$ cat src/rtl/timing_counter.sv
// Pixel-clock counter for VGA timing: counts 0..STOP with wrap or one-shot,
// cascade terminal count, and registered active/sync windows aligned to val.
module timing_counter #(
   parameter int   WIDTH      = 12,
   parameter int   STOP       = 799,
   parameter int   ACTIVE_END = 639,
   parameter int   SYNC_START = 656,
   parameter int   SYNC_END   = 751,
   parameter logic SYNC_POL   = 1'b0,
   parameter logic ONE_SHOT   = 1'b0
) (
   input  logic             pix_clk,
   input  logic             rst,
   input  logic             en,
   input  logic             clr,
   input  logic             load,
   input  logic [WIDTH-1:0] load_val,
   output logic [WIDTH-1:0] val,
   output logic             tc,
   output logic             active,
   output logic             sync,
   output logic             done
);

   localparam logic [WIDTH-1:0] STOP_V       = WIDTH'(STOP);
   localparam logic [WIDTH-1:0] ACTIVE_END_V = WIDTH'(ACTIVE_END);
   localparam logic [WIDTH-1:0] SYNC_START_V = WIDTH'(SYNC_START);
   localparam logic [WIDTH-1:0] SYNC_END_V   = WIDTH'(SYNC_END);

   // Reject inconsistent parameter sets before any hardware is built.
   generate
      if (WIDTH < 1 || WIDTH > 62) begin : g_bad_width
         $error("timing_counter: WIDTH out of range");
      end
      if (STOP < 1 || longint'(STOP) >= (64'sd1 <<< WIDTH)) begin : g_bad_stop
         $error("timing_counter: STOP must satisfy 1 <= STOP < 2**WIDTH");
      end
      if (ACTIVE_END < 0 || ACTIVE_END > STOP) begin : g_bad_active
         $error("timing_counter: ACTIVE_END must be <= STOP");
      end
      if (SYNC_START < 0 || SYNC_START > SYNC_END || SYNC_END > STOP) begin : g_bad_sync
         $error("timing_counter: need SYNC_START <= SYNC_END <= STOP");
      end
   endgenerate

   logic [WIDTH-1:0] val_reg, val_next;
   logic             done_reg, done_next;
   logic             active_reg;
   logic             sync_reg;

   function automatic logic active_of(input logic [WIDTH-1:0] v);
      return (v <= ACTIVE_END_V);
   endfunction

   function automatic logic sync_of(input logic [WIDTH-1:0] v);
      return ((v >= SYNC_START_V) && (v <= SYNC_END_V)) ? SYNC_POL : ~SYNC_POL;
   endfunction

   // Priority: clr > load > en > hold; rst is handled in the register process.
   always_comb begin
      val_next  = val_reg;
      done_next = done_reg;
      if (clr) begin
         val_next  = '0;
         done_next = 1'b0;
      end else if (load) begin
         val_next  = (load_val > STOP_V) ? STOP_V : load_val;
         done_next = 1'b0;
      end else if (en && !done_reg) begin
         if (val_reg != STOP_V) begin
            val_next = val_reg + 1'b1;
         end else if (ONE_SHOT) begin
            done_next = 1'b1;
         end else begin
            val_next = '0;
         end
      end
   end

   // Windows are decoded from the next value so they line up with val.
   always_ff @(posedge pix_clk) begin
      if (rst) begin
         val_reg    <= '0;
         done_reg   <= 1'b0;
         active_reg <= 1'b1;
         sync_reg   <= sync_of({WIDTH{1'b0}});
      end else begin
         val_reg    <= val_next;
         done_reg   <= done_next;
         active_reg <= active_of(val_next);
         sync_reg   <= sync_of(val_next);
      end
   end

   assign val    = val_reg;
   assign done   = done_reg;
   assign active = active_reg;
   assign sync   = sync_reg;
   assign tc     = en & (val_reg == STOP_V) & ~done_reg;

endmodule

$ cat config.mk
export PLATFORM = sky130hd
export DESIGN_NAME = timing_counter
export DESIGN_NICKNAME = d
export VERILOG_FILES = /design/src/rtl/timing_counter.sv
export SDC_FILE = /design/constraint.sdc
export NUM_CORES = 1
export LEC_CHECK = 0
export ABC_AREA = 1
export CORE_ASPECT_RATIO = 1.2
export CORE_MARGIN = 3
export CORE_UTILIZATION = 45
export DETAILED_ROUTE_END_ITERATION = 6
export HOLD_SLACK_MARGIN = 0.05
export MAX_ROUTING_LAYER = met4
export PLACE_DENSITY = 0.81
export SYNTH_ARGS = -nofsm -noshare
export SYNTH_HDL_FRONTEND = slang
export SYNTH_SLANG_ARGS = --single-unit
$ cat constraint.sdc
create_clock -name pix_clk -period 2.1 [get_ports pix_clk]
set_input_delay 0.42 -clock pix_clk [delete_from_list [all_inputs] [get_ports pix_clk]]
set_output_delay 0.42 -clock pix_clk [all_outputs]
set_load 0.01 [all_outputs]
# Yosys cells after proc, flatten, opt, wreduce, memory -nomap -nowiden
# Cells that the tools add are included.
word_totals:
  inputBits: 17
  memories: 0
  latch_bits: 0
  ram_bits: 0
  mem_bits_ro: 0
  output_inout_bits: 16
  elab_cells: 18
  regBits: 14
classes:
  n_reduce_logical: 1
  n_eq_ne: 2
  mux: 6
  mul: 0
  div: 0
  shift: 0
  add_sub_neg: 1
  n_bitwise: 1
  order_cmp: 4
ops:
  columns: ["operator", "count"]
  rows:
  - ["$mux 12", 5]
  - ["$le 12x10->1 const B", 2]
  - ["$add 12x1->12 const B", 1]
  - ["$eq 12x10->1 const B", 1]
  - ["$ge 12x10->1 const B", 1]
  - ["$gt 12x10->1 const B", 1]
  - ["$ne 12x10->1 const B", 1]
  - ["$and 1x1->1", 1]
  - ["$logic_and 1x1->1", 1]
  - ["$mux 1", 1]

# Longest topological paths before layout
depth:
  ltp_word: 8
  mapped_depth: 13
  ltp_nobuf: 13

# Worst setup path before layout
# Ideal clock, no wire load.
synth_timing:
  path_kind: "register to register"
  start: "register val_reg[0] (netlist: val[0])"
  end: "register sync_reg (netlist: sync)"
  path_stages_with_launch: 13
  arrival_ps: 1553
  path_slack_ps: 426
  synth_period_minus_slack_ps: 1674
  setup_time_ps: 121
  path_buffers: 0
  required_ps: 1979
  path_cell_list: "dfxtp_1 > ha_1 > nand2_1 > nor2_4 > nand2_2 > nor2_1 > nand2_1 > nand3_1 > nor2_1 > nor2_4 > nand2_2 > nor2_2 > nand3_1"
synth_between:
  elab_chain_len: 8
  word_cells_on_any_way: 10
  classes_between: "add/sub: 1; order compare: 2; eq/ne: 1; mux: 5; reduce/logical: 1"
synth_rtl:
  columns: ["item", "line", "source"]
  rows:
  - ["from (decl)", "46", "logic [WIDTH-1:0] val_reg, val_next;"]
  - ["from (signal assigned)", "88", "val_reg <= val_next;"]
  - ["$add 12x1->12 or $ne 12x10->1 (tied branches)", "71, 70", null]
  - ["$mux 12", "70", "if (val_reg != STOP_V) begin"]
  - ["$mux 12 (*)", "69", "end else if (en && !done_reg) begin"]
  - ["$mux 12 (*)", "66", "end else if (load) begin"]
  - ["$mux 12 (*)", "63", "if (clr) begin"]
  - ["$ge 12x10->1 or $le 12x10->1 (tied branches)", "56", "return ((v >= SYNC_START_V) && (v <= SYNC_END_V)) ? SYNC_POL : ~SYNC_POL;"]
  - ["$logic_and 1x1->1 (*)", "56", null]
  - ["$mux 1 (*)", "56", null]
  - ["to (signal assigned)", "86", "sync_reg <= sync_of({WIDTH{1'b0}});"]
  - ["to (signal assigned)", "91", "sync_reg <= sync_of(val_next);"]
  - ["to (decl)", "49", "logic sync_reg;"]
# Every way passes the cells marked *; elsewhere a longest branch is shown, timed or not.
# A chain may end at the register's enable or synchronous reset.

# Worst setup path in the final report
layout_timing:
  start: "input en"
  end: "register sync_reg (netlist: sync)"
layout_between:
  elab_chain_len: 6
  word_cells_on_any_way: 7
  classes_between: "order compare: 2; mux: 4; reduce/logical: 1"
layout_rtl:
  columns: ["item", "line", "source"]
  rows:
  - ["from (decl)", "14", "input logic en,"]
  - ["$mux 12 (*)", "69", null]
  - ["$mux 12 (*)", "66", null]
  - ["$mux 12 (*)", "63", null]
  - ["$ge 12x10->1 or $le 12x10->1 (tied branches)", "56", null]
  - ["$logic_and 1x1->1 (*)", "56", null]
  - ["$mux 1 (*)", "56", null]
# Marks and branches as above.

==> results.txt <==
----------------------------------------------------
[Status]
  Run status ... finished, final reports clean

[GRT]
  Leftover overflow at the end of global routing ... 0
  Overall fraction of global-route tracks in use ... 21.5%
  Vias in the first global route ... 1,075
  Pin count of the biggest net entering global routing ... 10
  Initial antenna violation count ... 0
  Global-route wire length before repair ... 4750 um

[Timing]
  Maximum achievable frequency ... 532 MHz
  Final worst-path setup slack ... 0.221 ns
  Final Critical Period ... 1.88 ns
  RSZ-0062 raised after global routing ... no
  Post-Route Hold Slack ... 0.617 ns
  Slew Limit Fails ... 0
  Final worst path period share ... 89.5%
  Number of hold-slack violations in the final timing report ... 0
  Final setup violation count ... 0
  Post-route clock skew ... 0.00422 ns

[Min path]
  Hold Path Class ... flip-flop to flip-flop
  Min-delay src ... val[10]

[Worst setup path]
  Source of the worst register-to-register timing path ... val[1]
  Type of the setup path with the least slack ... primary input to flip-flop
  Critical path arrival ... 2.04 ns
  Required time of the worst setup path ... 2.26 ns
  Critical path origin ... en
  Category of the worst setup path capture point ... flip-flop
  Worst-path fanout max ... 6
  Sort of element at the start of the critical path ... primary input

[Yosys]
  Flip-flop and latch count after synthesis ... 14
  Syn Std Cell Area ... 0.00103 mm^2
  Number of distinct library cell variants in the gate-level netlist after synthesis ... 29
  Average footprint of a synthesized cell ... 6.08 um^2
  Portion of the post-synthesis area used by sequential elements ... 27.1%
  Synthesized netlist net count ... roughly 190
  Cells after synthesis ... 170
  Yosys warns ... 0

[Floorplan]
  Die area ... 0.00291 mm^2
  Die extent in x ... 49.7 um
  Core Footprint ... 0.00212 mm^2
  Top-level I/O count ... 33
  Number of standard-cell rows in the floorplan ... 18
  Height of the die ... 58.5 um
  Starting utilization of the core area ... 48.8%

[Placed design]
  Worst setup slack before clock tree synthesis ... -0.0968 ns
  Number of port buffers ... 31
  Sum of net half-perimeters after detailed placement ... 2360 um
  Routability congestion estimate from global placement ... 0.829

[Finish]
  Flip-flop count of the largest register, all copies and words added ... 12
  End-of-flow core utilization ... 70.6%
  Layout Nets ... around 240
  Relative area change from synthesis to final layout ... 44.6%
  Layout filler cell count ... 216
  Fraction of layout instances using a drive strength above 1 ... 16.7%
  Diode count ... 0

[Clock tree]
  Clock Tree Root ... sky130_fd_sc_hd__clkbuf_4
  Insertion delay to the later sink of the worst-skew pair ... 0.27 ns
  TritonCTS Buffers ... 3
  Clock Sink Count ... 14
  CTS tree ... built
  Post-CTS setup buffer count ... 0
  H-tree levels ... 1
  Clock Pin Slew Worst Setup and Hold Paths ... 0.07 ns
  Maximum buffer depth of the clock tree ... 2

[Drt]
  Via total after detailed routing ... 1,236
  Wirelength, routed ... 2850 um
  Vias per Instance ... 5.04
  1st-iter DRT viols ... 39
  Residual DRC count ... 0
  Post-route ant nets ... 0
  Per-cell routed wire length ... 11.6 um
  DR pass1 iterations ... 4

[Run]
  Max-capacitance violation count ... 0

[Pwr]
  Total power density per cell area ... approximately 390 mW/mm^2
  Maximum vdd drop ... 285 uV
  Static leakage power ... roughly 0.70 nW

----------------------------------------------------
-- cell type report --
cell class	instances	area (um^2)	share of cell area [%]
multi-input cells	129	648	43.4
repair buffers	46	418	28.0
flip-flops and latches	14	282	18.8
inverters	23	86.3	5.78
well taps	30	37.5	2.51
clock buffers	3	22.5	1.51
-- cells in the final DEF (no fill, tap or decap) --
| master | n |
|---|---|
| sky130_fd_sc_hd__buf_4 | 15 |
| sky130_fd_sc_hd__nand4_1 | 5 |
| sky130_fd_sc_hd__dfxtp_2 | 1 |
| sky130_fd_sc_hd__ha_2 | 1 |
| sky130_fd_sc_hd__clkbuf_4 | 3 |
| sky130_fd_sc_hd__nor2_8 | 1 |
| sky130_fd_sc_hd__nor2_2 | 3 |
| sky130_fd_sc_hd__nand2_4 | 1 |
| sky130_fd_sc_hd__or2_2 | 4 |
| sky130_fd_sc_hd__nand3_1 | 17 |
| sky130_fd_sc_hd__nor2_1 | 24 |
| sky130_fd_sc_hd__a211oi_1 | 1 |
| sky130_fd_sc_hd__o21ai_0 | 6 |
| sky130_fd_sc_hd__nand3b_1 | 1 |
| sky130_fd_sc_hd__xnor2_1 | 1 |
| sky130_fd_sc_hd__a21oi_2 | 1 |
| sky130_fd_sc_hd__a31oi_1 | 1 |
| sky130_fd_sc_hd__nand2_2 | 3 |
| sky130_fd_sc_hd__o21ai_1 | 1 |
| sky130_fd_sc_hd__inv_1 | 23 |
| sky130_fd_sc_hd__clkbuf_2 | 1 |
| sky130_fd_sc_hd__a21oi_1 | 5 |
| sky130_fd_sc_hd__conb_1 | 1 |
| sky130_fd_sc_hd__a2111oi_0 | 1 |
| sky130_fd_sc_hd__nor3_1 | 6 |
| sky130_fd_sc_hd__nand2_1 | 40 |
| sky130_fd_sc_hd__nor2_4 | 2 |
| sky130_fd_sc_hd__clkdlybuf4s50_1 | 30 |
| sky130_fd_sc_hd__nor4_1 | 3 |
| sky130_fd_sc_hd__dfxtp_1 | 13 |
-- cell families after synthesis --
family / count (synthesis) / share of synthesized area [%]
buf+inv: 27 / 10.4
compound gates: 16 / 8.84
flops: 14 / 27.1
simple gates: 110 / 51.2
xor+xnor: 1 / 0.848
fa+ha+maj: 1 / 1.21
other cells: 1 / 0.363
-- stage by stage --
stage	power (mW)	cell area [um^2]	setup TNS, ns	cells
2_1_floorplan	0.360	1030	0	170
3_3_place_gp	0.440	1470	-0.0478	242
3_5_place_dp	0.444	1470	-0.203	242
4_1_cts	0.582	1490	0	245
5_1_grt	0.615	1490	0	245
6_report	0.581	1490	0	245
-- cells in the mapped netlist (all sizes together) --
cell type,count,area (um^2)
o21ai,7,35.0
nand2,44,180
xnor2,1,8.76
clkbuf,2,8.75
dfxtp,14,280
nor4,3,18.8
inv,23,86.3
nand4,5,31.3
conb,1,3.75
a2111oi,1,8.76
nand3,17,85.1
a21oi,6,33.8
nand3b,1,7.51
ha,1,12.5
nor3,6,30.0
a211oi,1,7.51
nor2,30,151
a31oi,1,6.26
or2,4,25.0
buf,2,12.5
-- worst max-delay path, cell delays in order --
cell and delay, ns:
sky130_fd_sc_hd__clkdlybuf4s50_1 0.55, sky130_fd_sc_hd__nand2_4 0.10, sky130_fd_sc_hd__nor2_4 0.18, sky130_fd_sc_hd__nand2_2 0.07, sky130_fd_sc_hd__nor2_1 0.13, sky130_fd_sc_hd__nand2_1 0.06
sky130_fd_sc_hd__nand3_1 0.11, sky130_fd_sc_hd__nor2_1 0.08, sky130_fd_sc_hd__nor2_4 0.13, sky130_fd_sc_hd__nand2_2 0.08, sky130_fd_sc_hd__nor2_2 0.07, sky130_fd_sc_hd__nand3_1 0.07
-- path summary, 6_finish.rpt --
check	slack, ns	to	cells past startpoint
worst max-delay path	0.22	sync	12
worst min-delay path	0.62	val[10]	4
worst max register to register	0.25	sync	13
worst min register to register	0.62	val[10]	4
-- layer usage --
layer	up-vias	track usage [%]	share of wire [%]	wire length, um
met1	551	28.0	46	1310
met5	-	-	0	0
met3	7	1.01	3.6	103
li1	639	-	-	-
met4	0	8.30	1.9	53
met2	39	35.2	49	1390
-- power breakdown --
group / internal, mW / switching, mW / total (mW)
logic: 0.0815 / 0.0744 / 0.156
registers: 0.275 / 0.00776 / 0.283
clock network: 0.0664 / 0.0757 / 0.142
-- timing repair --
item	in CTS	in global routing
resized for setup	1	4
hold buffers	0	0
endpoints found under the setup margin	1	2
Power figures use the tool's default switching activity.
